`src/rtl/pow_pkg.sv`:
```
// Shared types and default widths for the square-and-multiply power engine.
package pow_pkg;

    localparam int BASE_W_D = 4;
    localparam int EXP_W_D  = 4;
    localparam int RES_W_D  = 32;

    localparam logic [RES_W_D-1:0] RES_MAX = '1;

    typedef enum logic [1:0] {
        IDLE = 2'd0,
        RUN  = 2'd1,
        DONE = 2'd2
    } pow_state_t;

endpackage

```
`src/rtl/pow_sat_mul.sv`:
```
// Combinational RES_W x RES_W multiply, saturating to all-ones on overflow.
module pow_sat_mul #(
    parameter int RES_W = 32
) (
    input  logic [RES_W-1:0] a,
    input  logic [RES_W-1:0] b,
    output logic [RES_W-1:0] p,
    output logic             ovf
);

    logic [2*RES_W-1:0] full;

    always_comb begin
        full = {{RES_W{1'b0}}, a} * {{RES_W{1'b0}}, b};
        ovf  = |full[2*RES_W-1:RES_W];
        p    = ovf ? {RES_W{1'b1}} : full[RES_W-1:0];
    end

endmodule

```
`src/rtl/pow_engine.sv`:
```
// Sequential base^exp by LSB-first square-and-multiply, fixed EXP_W-cycle run,
// valid/ready on both sides and a sticky saturating overflow flag.
module pow_engine
    import pow_pkg::*;
#(
    parameter int BASE_W = BASE_W_D,
    parameter int EXP_W  = EXP_W_D,
    parameter int RES_W  = RES_W_D
) (
    input  logic              clk,
    input  logic              resetn,
    input  logic              start_valid,
    output logic              start_ready,
    input  logic [BASE_W-1:0] base_in,
    input  logic [EXP_W-1:0]  exp_in,
    output logic              res_valid,
    input  logic              res_ready,
    output logic [RES_W-1:0]  res_out,
    output logic              res_ovf
);

    localparam int STEP_W = $clog2(EXP_W + 1);

    pow_state_t state, state_nx;

    logic [RES_W-1:0]  acc, sq, res_q;
    logic [EXP_W-1:0]  e;
    logic [STEP_W-1:0] step;
    logic              ovf, sq_big, res_ovf_q;

    logic [RES_W-1:0]  acc_p, sq_p, acc_nx;
    logic              acc_o, sq_o, ovf_nx, last;

    pow_sat_mul #(.RES_W(RES_W)) u_acc_mul (
        .a   (acc),
        .b   (sq),
        .p   (acc_p),
        .ovf (acc_o)
    );

    pow_sat_mul #(.RES_W(RES_W)) u_sq_mul (
        .a   (sq),
        .b   (sq),
        .p   (sq_p),
        .ovf (sq_o)
    );

    assign last = (step == STEP_W'(EXP_W - 1));

    // A saturated square is only harmless if the accumulator is zero.
    always_comb begin
        acc_nx = acc;
        ovf_nx = ovf;
        if (e[0] && !ovf) begin
            if (acc_o || (sq_big && acc != '0)) begin
                acc_nx = {RES_W{1'b1}};
                ovf_nx = 1'b1;
            end else begin
                acc_nx = acc_p;
            end
        end
    end

    always_comb begin
        state_nx = state;
        unique case (state)
            IDLE: if (start_valid) state_nx = RUN;
            RUN:  if (last)        state_nx = DONE;
            DONE: if (res_ready)   state_nx = IDLE;
            default:               state_nx = IDLE;
        endcase
    end

    always_ff @(posedge clk) begin
        if (!resetn) state <= IDLE;
        else         state <= state_nx;
    end

    always_ff @(posedge clk) begin
        if (!resetn) begin
            acc       <= '0;
            sq        <= '0;
            e         <= '0;
            step      <= '0;
            ovf       <= 1'b0;
            sq_big    <= 1'b0;
            res_q     <= '0;
            res_ovf_q <= 1'b0;
        end else begin
            unique case (state)
                IDLE: begin
                    if (start_valid) begin
                        acc    <= RES_W'(1);
                        sq     <= {{(RES_W-BASE_W){1'b0}}, base_in};
                        e      <= exp_in;
                        step   <= '0;
                        ovf    <= 1'b0;
                        sq_big <= 1'b0;
                    end
                end
                RUN: begin
                    acc  <= acc_nx;
                    ovf  <= ovf_nx;
                    sq   <= sq_p;
                    e    <= e >> 1;
                    step <= step + STEP_W'(1);
                    if (sq_o) sq_big <= 1'b1;
                    if (last) begin
                        res_q     <= acc_nx;
                        res_ovf_q <= ovf_nx;
                    end
                end
                default: ;
            endcase
        end
    end

    assign start_ready = (state == IDLE);
    assign res_valid   = (state == DONE);
    assign res_out     = res_q;
    assign res_ovf     = res_ovf_q;

endmodule

```
`config.mk`:
```
export PLATFORM = sky130hd
export DESIGN_NAME = pow_engine
export DESIGN_NICKNAME = d
export VERILOG_FILES = /design/src/rtl/pow_pkg.sv /design/src/rtl/pow_sat_mul.sv /design/src/rtl/pow_engine.sv
export SDC_FILE = /design/constraint.sdc
export NUM_CORES = 2
export LEC_CHECK = 0
export CAP_MARGIN = 25
export CORE_ASPECT_RATIO = 0.6
export CORE_MARGIN = 1.5
export CORE_UTILIZATION = 54
export CTS_CLUSTER_DIAMETER = 150
export DETAILED_ROUTE_END_ITERATION = 12
export GPL_TIMING_DRIVEN = 0
export PLACE_DENSITY = 0.67
export SYNTH_ARGS = -nofsm -noshare
export SYNTH_HDL_FRONTEND = slang
export SYNTH_SLANG_ARGS = --single-unit
```
`constraint.sdc`:
```
create_clock -name clk -period 24.6 [get_ports clk]
set_clock_uncertainty 0.1 [all_clocks]
set_input_delay 4.92 -clock clk [delete_from_list [all_inputs] [get_ports clk]]
set_output_delay 4.92 -clock clk [all_outputs]
set_load 0.02 [all_outputs]
```
==> metrics <==
root buffer cell=clkbuf_16; Post-Syn Instances=7456; CP endpoint kind=flop; CTS H-tree lvls=3; total number of vias=57032; Die ar.=127000 um2; commonest non-fill, non-tap cell in the layout=fa_1; slew margin rel.=11.5%; Final Hold Viols=0; max-cap viol count=0; Fmax achieved=70.5 MHz; RD Place Congestion=1.11; crit path kind=reg2reg; YS warnings=0; Period minus WS final=14.18 ns; Worst setup SP type=flop; Arr. time, crit path=14.24 ns; mapped cell area=67500 um2; Final setup violation count=0; Final Max Slew Viols=0; Critical Path RT=24.65 ns; I/O Buffers=45; clock sink count=108; RSZ-0062 raised after global routing=no; overall die width=459 um; total negative slack=0 ns; max incr delay on CP=0.97 ns; Avg Cell Area, Syn=9.05 um2; top post-synthesis cells by area=fa_1 51%, ha_1 9.8%, inv_1 8.9%; mean routed wirelength per cell=31.5 um; status=complete, no violations; RR Startpoint=sq[6]$_SDFFE_PN0P_; share of the synthesized area in the top cell type=50.8%; Post-CTS Hold Fix Bufs=0; PostCTS Resize Cnt=0; global-route wire length before repair=423000 um; total routed wirelength=296000 um; 1st-iter DRT viols=7617; routed vias/inst=6.07; drt first pass iters=7; final net count=9897; top_reg_cell synth=dfxtp_1; cell taking the most area after synthesis=fa_1; post-synthesis register bit count=108; Pwr Density=41.7 nW/um2; vias in the first global route=57499; core region area=124000 um2; post-synthesis sequential area ratio=3.20%; synth unique cells=77; smallest hold slack=0.356 ns; Power Total=3.02 mW; global route total overflow=0; Leak=32.3 nW; Async S/R FF share, synth=0%; CTS buffer count=9; post-synth net total=9713; largest net degree at the start of global routing=20; Crit. Startpoint=sq[6]$_SDFFE_PN0P_; placed cell area=71500 um2; worst-path fanout max=10; antenna violations before repair=39; I/O pin count=47; number of cell rows=100; most used cell, CP=fa_1; post-CTS setup buffers=0; number of flops mapped to enable cells by yosys=0; min-delay src=res_out[9]$_SDFFE_PN0P_; Initial Utilization=54.4%; later-pin clock latency in the skew report=0.47 ns; slowest CP cell=dfxtp_1; share of cells above drive strength 1=3.10%; Overall Global Routing Usage=47.6%; clk buf depth=2; Final ANT Viol Nets=0; Util after Layout=58.4%; clock slew at reported path FFs=0.12 ns; Die Y=277 um; Area Growth Syn to Fin=7.28%; VDD IR max=79.3 uV; fin crit share=57.6%; most frequent cells in the layout=1714 x fa_1, 1601 x inv_1, 952 x nand2_1, 834 x and2_1, 531 x ha_1; drt drc=0; Worst-Margin Slew=1.31 ns; Hold WC Path Type=reg2reg; Final Instance Area=72400 um2; TritonCTS clock tree=yes; DP HPWL=254000 um
## final cells by class
class                           instances  area (um2)
Multi-Input combinational cell       5304       57600
Fill cell                           11152       51600
Inverter                             1601        6010
Timing Repair Buffer                  173        2330
Sequential cell                       108        2160
Tap cell                             1683        2110
Buffer                                443        1730
Clock buffer                            9         225
Antenna cell                           61         153
Clock inverter                          7        82.6
## logic make-up after synthesis
| kind of cell | count (synthesis) | share of synthesized area [%] |
|---|---|---|
| adders and majority gates | 2245 | 60.7 |
| muxes | 15 | 0.235 |
| AOI/OAI and AO/OA | 672 | 6.09 |
| and+or+nand+nor | 2274 | 17.1 |
| xor gates and xnor gates | 98 | 1.27 |
| DFF | 108 | 3.20 |
| buffers and inverters | 2044 | 11.4 |
## cells in the mapped netlist, types with 27 or more instances
cell type  count
fa_1        1714
and2_1       834
inv_1       1601
nor2_1       174
nor3_1        65
o21ai_1       43
xor2_1        35
xnor2_1       63
ha_1         531
dfxtp_1      108
o21ai_0      193
a21oi_1      182
nor4_2        27
nand2_1      952
nand4_1       56
clkbuf_1     420
nand3_1       37
a21o_1        49
## routing by layer
metal | global-route usage, % | share of wire, %
met1 | 67.8 | 41
met2 | 55.6 | 35
met3 | 33.0 | 20
met4 | 14.1 | 3.6
met5 | 4.24 | 0.55
## flip-flops by register name, indices dropped and copies added, names as in the netlist
name     flops
res_out     32
ovf          1
state        2
sq          32
acc         32
e            4
step         3
sq_big       1
res_ovf      1
## through the flow
stage | instances | setup WS [ns]
2_1_floorplan | 7456 | 15.48
3_3_place_gp | 9184 | 9.38
3_5_place_dp | 9278 | 11.55
4_1_cts | 9294 | 11.55
5_1_grt | 9343 | 10.68
6_report | 9389 | 10.42
## path summary, 6_finish.rpt
| kind | endpoint | slack, ns | cells past startpoint |
|---|---|---|---|
| worst max-delay path | sq[25]$_SDFFE_PN0P_ | 10.42 | 30 |
| worst min-delay path | res_out[9]$_SDFFE_PN0P_ | 0.36 | 2 |
| worst max register to register | sq[25]$_SDFFE_PN0P_ | 10.42 | 30 |
| worst min register to register | res_out[9]$_SDFFE_PN0P_ | 0.36 | 2 |
## power breakdown
part	total [mW]	switching (mW)	internal [mW]
registers	0.201	0.0192	0.182
logic	2.63	1.78	0.849
clock network	0.188	0.106	0.0812
total	3.02	1.91	1.11
## critical path: cells and delay by family, from the launching register on
kind | cells | cell delay (ns)
AO/OA/AOI/OAI | 7 | 2.89
adder cells (fa/ha/maj) | 9 | 4.28
buffers and inverters | 8 | 3.24
flip-flops | 1 | 0.97
AND/OR/NAND/NOR | 6 | 2.32
(Power assumes the default switching activity.)
